===== src/rtl/sqrt_pkg.sv =====
// Parameters and status-bit indices shared by the square-root datapath and its control path.
package sqrt_pkg;

  localparam int X_W_DEF = 8;

  // N_o bit positions, so the control path never hard-codes them.
  localparam int N_DONE  = 1;
  localparam int N_EXACT = 0;

  // The root is half the radicand width.
  function automatic int sqrt_root_w(input int x_w);
    return x_w / 2;
  endfunction

endpackage


===== src/rtl/sqrt_step_adder.sv =====
// Single shared adder of the square-root datapath: one increment per step,
// selecting either the square update or the root update.
module sqrt_step_adder
  import sqrt_pkg::*;
#(
  parameter int X_W = X_W_DEF,
  parameter int R_W = sqrt_root_w(X_W)
) (
  input  logic           muxes_i,
  input  logic [R_W-1:0] root_q,
  input  logic [X_W:0]   square_q,
  output logic [X_W:0]   add_o
);

  localparam logic [X_W:0] ONE   = (X_W+1)'(1);
  localparam logic [X_W:0] THREE = (X_W+1)'(3);

  logic [X_W:0] root_ext;

  assign root_ext = {{(X_W + 1 - R_W){1'b0}}, root_q};

  // (r+2)^2 = (r+1)^2 + 2r + 3, so the square step walks to the next perfect square.
  // NOTE: always_comb gives add_o a value on every path, so no latch can be inferred.
  always_comb begin
    add_o = root_ext + ONE;
    if (muxes_i) begin
      add_o = square_q + (root_ext << 1) + THREE;
    end
  end

endmodule


===== src/rtl/sqrt_datapath.sv =====
// Integer square-root datapath: holds radicand, running root and (root+1)^2,
// and reports loop-done / exact-square status to an external control path.
module sqrt_datapath
  import sqrt_pkg::*;
#(
  parameter  int X_W = X_W_DEF,
  localparam int R_W = sqrt_root_w(X_W)
) (
  input  logic           clk,
  input  logic           rst_n,
  input  logic [X_W-1:0] x_i,
  input  logic           boot_i,
  input  logic           muxes_i,
  input  logic           wr_root_i,
  input  logic           wr_square_i,
  input  logic           root_i,
  output logic [1:0]     N_o,
  output logic [R_W-1:0] result_o,
  output logic           valid_o,
  output logic           ovf_o
);

  logic [X_W-1:0] x_q;
  logic [R_W-1:0] root_q;
  logic [X_W:0]   square_q;
  logic [X_W:0]   add;
  logic           square_live;

  sqrt_step_adder #(
    .X_W (X_W),
    .R_W (R_W)
  ) u_step_adder (
    .muxes_i  (muxes_i),
    .root_q   (root_q),
    .square_q (square_q),
    .add_o    (add)
  );

  // NOTE: sequential state uses non-blocking assignments so every register samples pre-edge values.
  always_ff @(posedge clk or negedge rst_n) begin
    if (!rst_n) begin
      x_q      <= '0;
      root_q   <= '0;
      square_q <= '0;
      result_o <= '0;
      valid_o  <= 1'b0;
      ovf_o    <= 1'b0;
    end else if (boot_i) begin
      x_q      <= x_i;
      root_q   <= '0;
      square_q <= (X_W+1)'(1);
      valid_o  <= 1'b0;
      ovf_o    <= 1'b0;
    end else begin
      if (wr_square_i) begin
        square_q <= add;
      end
      // A root step at the maximum root saturates instead of wrapping to zero.
      if (wr_root_i) begin
        if (&root_q) begin
          ovf_o <= 1'b1;
        end else begin
          root_q <= add[R_W-1:0];
        end
      end
      if (root_i) begin
        result_o <= root_q;
        valid_o  <= 1'b1;
      end
    end
  end

  // square_q is never zero once booted, so zero marks the reset state and masks both flags.
  assign square_live     = |square_q;
  assign N_o[N_DONE]     = square_live && (square_q > {1'b0, x_q});
  assign N_o[N_EXACT]    = square_live && (square_q == {1'b0, x_q});

endmodule


===== config.mk =====
export PLATFORM = sky130hd
export DESIGN_NAME = sqrt_datapath
export DESIGN_NICKNAME = d
export VERILOG_FILES = /design/src/rtl/sqrt_pkg.sv /design/src/rtl/sqrt_step_adder.sv /design/src/rtl/sqrt_datapath.sv
export SDC_FILE = /design/constraint.sdc
export NUM_CORES = 1
export LEC_CHECK = 0
export ABC_AREA = 1
export BUFFER_PORTS_ARGS = -buffer_cell sky130_fd_sc_hd__buf_2
export CAP_MARGIN = 40
export CORE_MARGIN = 3
export CORE_UTILIZATION = 30
export DETAILED_ROUTE_END_ITERATION = 6
export GPL_TIMING_DRIVEN = 0
export PLACE_DENSITY = 0.53
export SLEW_MARGIN = 20
export SYNTH_ARGS = -nofsm -noshare
export SYNTH_HDL_FRONTEND = slang
export SYNTH_SLANG_ARGS = --single-unit

===== constraint.sdc =====
create_clock -name clk -period 3.8 [get_ports clk]
set_clock_uncertainty 0.05 [all_clocks]
set_input_delay 0.57 -clock clk [delete_from_list [all_inputs] [get_ports clk]]
set_output_delay 0.57 -clock clk [all_outputs]
set_load 0.005 [all_outputs]

==> Yosys cells after proc, flatten, opt, wreduce, memory -nomap -nowiden <==
Index checks and enable logic that the tools add are counted.
{ "classes": {"add_sub_neg": 3, "n_lt_le_gt_ge": 1, "n_eq_ne": 2, "muxes": 11, "n_bitwise": 1, "reduce_logical": 11} }
{ "op_table": {"columns": ["op", "count"], "rows": [
  ["2-to-1 mux 9 bit", 3],
  ["2-to-1 mux 4 bit", 3],
  ["adder 9 x 2 -> 9 bit, second input constant", 1],
  ["adder 9 x 5 -> 9 bit", 1],
  ["equality test 9 x 8 -> 1 bit", 1],
  ["> comparator 9 x 8 -> 1 bit", 1],
  ["OR reduction 9 bit", 1],
  ["nonzero test 2 bit", 4],
  ["AND reduction 2 bit", 3],
  ["adder 4 x 1 -> 5 bit, second input constant", 1],
  ["2-to-1 mux 1 bit", 5],
  ["AND reduction 4 bit", 1],
  ["logical AND 1 bit", 2],
  ["!= test 2 bit, second input constant", 1],
  ["NOT 1 bit", 1]
]} }
{ "word_totals": {"reg_bits": 27, "input_bits": 15, "output_inout_bits": 8, "elab_cells": 35} }

==> Longest topological paths before layout <==
{ "depth": {"ltp_word": 6, "depth_mapped": 12, "mapped_depth_nobuf": 12} }

==> Cells and area by module <==
From an unflattened synthesis, not the netlist that was laid out.
{ "hier_totals": {"cells_unflattened": 241, "hier_area_um2": 1759.2} }
{ "modules_own_cells": {"columns": ["mod", "n_inst", "cells_each", "area_each_um2", "seq_area_each_um2"], "rows": [
  ["sqrt_datapath", 1, 159, 1297.5, 675.6],
  ["sqrt_step_adder", 1, 82, 461.7, 0.0]
]} }

==> Worst setup path after synthesis <==
OpenSTA, ideal clock, no wires.
{ "synth_timing": {"path_type": "reg-to-reg", "start": "reg root_q[0]", "end": "reg square_q[7]", "setup_ns": 0.121, "arrival_ns": 1.738, "required_ns": 3.629, "slack_ns": 1.892, "stages_incl_launch_ff": 12, "path_buffers": 0, "synth_period_minus_slack_ns": 1.908, "path_cell_list": "dfrtp_1 inv_1 ha_1 inv_1 ha_1 fa_1 nand2_1 nand2_1 nand3_2 nand2_2 a21oi_1 a21oi_1"} }
{ "synth_via": {"elab_chain_len": 5} }
{ "synth_lines": {"columns": ["element", "line_no", "source"], "rows": [
  ["start: declaration", "sqrt_datapath.sv:24", "logic [R_W-1:0] root_q;"],
  ["start signal: assignment", "sqrt_datapath.sv:63", "root_q <= add[R_W-1:0];"],
  ["adder 9 x 5 -> 9 bit", "sqrt_step_adder.sv:27", "add_o = square_q + (root_ext << 1) + THREE;"],
  ["adder 9 x 2 -> 9 bit", "sqrt_step_adder.sv:27", null],
  ["2-to-1 mux 9 bit", "sqrt_step_adder.sv:26", "if (muxes_i) begin"],
  ["2-to-1 mux 9 bit", "sqrt_datapath.sv:55", "if (wr_square_i) begin"],
  ["2-to-1 mux 9 bit", "sqrt_datapath.sv:48", "end else if (boot_i) begin"],
  ["end signal: assignment", "sqrt_datapath.sv:51", "square_q <= (X_W+1)'(1);"],
  ["end: declaration", "sqrt_datapath.sv:25", "logic [X_W:0] square_q;"]
]} }
Every way passes these cells. The select of a mux whose other input is x is not followed.
A chain may end at the register's enable or synchronous reset.

==> Final worst setup path <==
{ "layout_timing": {"start": "reg square_q[6]", "end": "out N_o[1]"} }
{ "layout_via": {"elab_chain_len": 2, "elab_cells_between_ends": 3, "cone_classes": "order compare: 1; reduce/logical: 2"} }
{ "layout_lines": {"columns": ["element", "line_no", "source"], "rows": [
  ["> comparator 9 x 8 -> 1 bit / OR reduction 9 bit (equally long branches)", "sqrt_datapath.sv:75, sqrt_datapath.sv:74", null],
  ["logical AND 1 bit (*)", "sqrt_datapath.sv:75", "assign N_o[N_DONE] = square_live && (square_q > {1'b0, x_q});"],
  ["end: declaration", "sqrt_datapath.sv:17", "output logic [1:0] N_o,"]
]} }
Mark *: on every way between the ends. The rest lies on a longest branch, timed or not.

==> impl_metrics.tcl <==
set metrics [dict create \
    final.min_clock_period_ps 2283 \
    h-tree-depth 1 \
    finalSetupViolations 0 \
    preCtsSetupSlack_ps 1702 \
    fmax_ghz 0.4380 \
    crit_type "reg2out" \
    wl_mm 3.643 \
    worstHoldPathType "in2async" \
    slowest_delay_ps 440 \
    finalCritPeriodShare_pct 60.08 \
    yosys_register_bits 27 \
    postCtsHoldBufs 0 \
    powerDensity_nw_per_um2 376.0 \
    portBuffers 22 \
    diodes 0 \
    dp_cells 312 \
    synth.distinct_cells 27 \
    yosysWarnings 0 \
    cp_slowest_cell "dfrtp_1" \
    fin_tns_setup_ps 0 \
    cts_sinks 27 \
    synth_top_area_share_pct 39.22 \
    avgSynthCellArea_um2 7.831 \
    dr.pass1.iters 4 \
    fp-row-count 26 \
    nNetsFinal 281 \
    path_buf_inv 1 \
    synth_fp_nets 254 \
    hpwlAfterDp_mm 2.931 \
    fin_util_pct 36.91 \
    clock-root-buffer "clkbuf_8" \
    ioPinCount 23 \
    met3_length_um 109 \
    rsz0062_at_grt "false" \
    grt_pass1_wl_mm 6.354 \
    hold_viol_final 0 \
    slew_headroom_pct 58.35 \
    cts_tree "built" \
    cp_top_family "simple AND/OR/NAND/NOR gates" \
    via_count 1389 \
    timing.final.ws_setup_ps 1517 \
    numCtsBuffers 3 \
    die-height_um 81.78 \
    antenna_found_initial 0 \
    met1Wirelength_mm 1.977 \
    die-area_um2 6688 \
    cp.arrival_ps 1660 \
    core_area_um2 5335 \
    start_kind "flip-flop" \
    track_usage_pct 12.29 \
    yosysSeqAreaShare_pct 39.22 \
    synthTopCellsByArea "dfrtp_1, ha_1, nand2_1" \
    die_w_um 81.78 \
    highest_layer "met4" \
    initial_core_util_pct 32.29 \
    grt-ovfl-total 0 \
    drc 0 \
    layout-drive-gt1-share_pct 17.89 \
    regToRegSetupSlack_ps 1690 \
    clkLatencyLatePin_ps 270 \
    crit_chain "ha_1 -> nand2_1 -> nor2_1 -> nand3b_1 -> nand3_1 -> nand2_1 -> nor2_1 -> buf_2" \
    place.gp.congestion 0.8018 \
    maxCapViolCount 0 \
    crit_required_ps 3180 \
    worst_pin_slew_ps 624.8 \
    drtIter0Drc 38 \
    clkSlewWorstSetupHoldPaths_ps 100 \
    cts_setup_buffers 0 \
    status "finished, final reports clean" \
    path_max_fanout 4 \
    viasPerCell 4.396 \
    layoutNonFillerInstCount 316 \
    detail_route.wl_per_cell_um 11.53 \
    cts_resized 0 \
    endpoint_kind "primary output" \
    first_global_vias 1397 \
    drv_slew 0 \
    cts_buffer_depth 2 \
    grt_max_degree 28 \
    max-vdd-ir-drop_mv 0.1999 \
    netlist_area_um2 1723 \
    yosysTopAreaCell "dfrtp_1" \
    p_leak_nw 1.045 \
    ant_nets 0 \
    layout-area-overhead-vs-synth_pct 14.31 \
    postSynthCellCount 220 \
    wl_met2_mm 1.519 \
]
[sequential cells by signal, indices dropped and copies added (netlist names)]
signal    cells
ovf_o         1
root_q        4
x_q           8
result_o      4
square_q      9
valid_o       1
[synth_stat cells, drive strengths merged]
cell type,number
nand2,62
inv,33
dfrtp,27
o21ai,22
nor2,21
ha,18
nand3,15
a21oi,8
buf,2
nand4,2
nor3,2
a21boi,1
a22oi,1
fa,1
nand3b,1
o21a,1
o22ai,1
or2,1
xnor2,1
[layout by cell type, fill, tap and decap left out, types with 4 or more instances in the layout]
master / instances
a21oi_1: 8
o21ai_1: 21
nand2_2: 4
nand2_1: 58
dfrtp_1: 27
nor2_1: 17
nand3_1: 13
inv_2: 4
inv_1: 29
buf_2: 22
ha_1: 18
[power by group]
group | switching (mW) | leakage (nW) | total [mW] | internal (mW)
Sequential | 0.0267 | 0.347 | 0.344 | 0.317
Clock | 0.0948 | 0.0217 | 0.169 | 0.0744
Combinational | 0.135 | 0.677 | 0.227 | 0.0924
[area by class of cell]
cell class | instances | area, um^2
Clock inverter | 1 | 7.507
Timing Repair Buffer | 22 | 110.1
Sequential cell | 27 | 675.6
Clock buffer | 3 | 41.29
Fill cell | 598 | 3366
Multi-Input combinational cell | 158 | 904.6
Tap cell | 70 | 87.58
Inverter | 33 | 123.9
Buffer | 2 | 18.77
[per-stage QoR]
step	total power [mW]	hold slack [ps]	instance area [um^2]
finish	0.7405	251.6	1969
global route	0.8086	295.6	1969
CTS	0.7568	273.9	1969
detailed placement	0.5803	419.6	1921
global placement	0.5768	410.8	1921
floorplan	0.5114	224.4	1723
[logic make-up (layout without fill, tap and decap cells)]
family          after synthesis  in the layout  share of synthesized area [%]
compound gates               34             34                          10.60
fa+ha+maj                    19             19                          14.23
buf+inv                      35             61                          8.278
flops                        27             27                          39.22
simple gates                104            104                          27.16
xor+xnor                      1              1                         0.5084
[layer usage]
| layer | vias to the layer above | global-route usage [%] |
|---|---|---|
| li1 | 755 | - |
| met1 | 615 | 17.11 |
| met2 | 17 | 19.71 |
| met3 | 2 | 2.412 |
| met4 | 0 | 2.492 |
| met5 | - | 0 |
[worst paths after layout]
kind                             startpoint     endpoint  depth (start not counted)
worst max-delay path            square_q[6]       N_o[1]                          8
worst max register to register    root_q[0]  square_q[3]                         10
worst min register to register      valid_o      valid_o                          2
min in group clk                     x_i[0]       x_q[0]                          3
worst min-delay path                  rst_n       x_q[1]                          1
max in group asynchronous             rst_n  square_q[0]                          1
(Power assumes the default switching activity.)
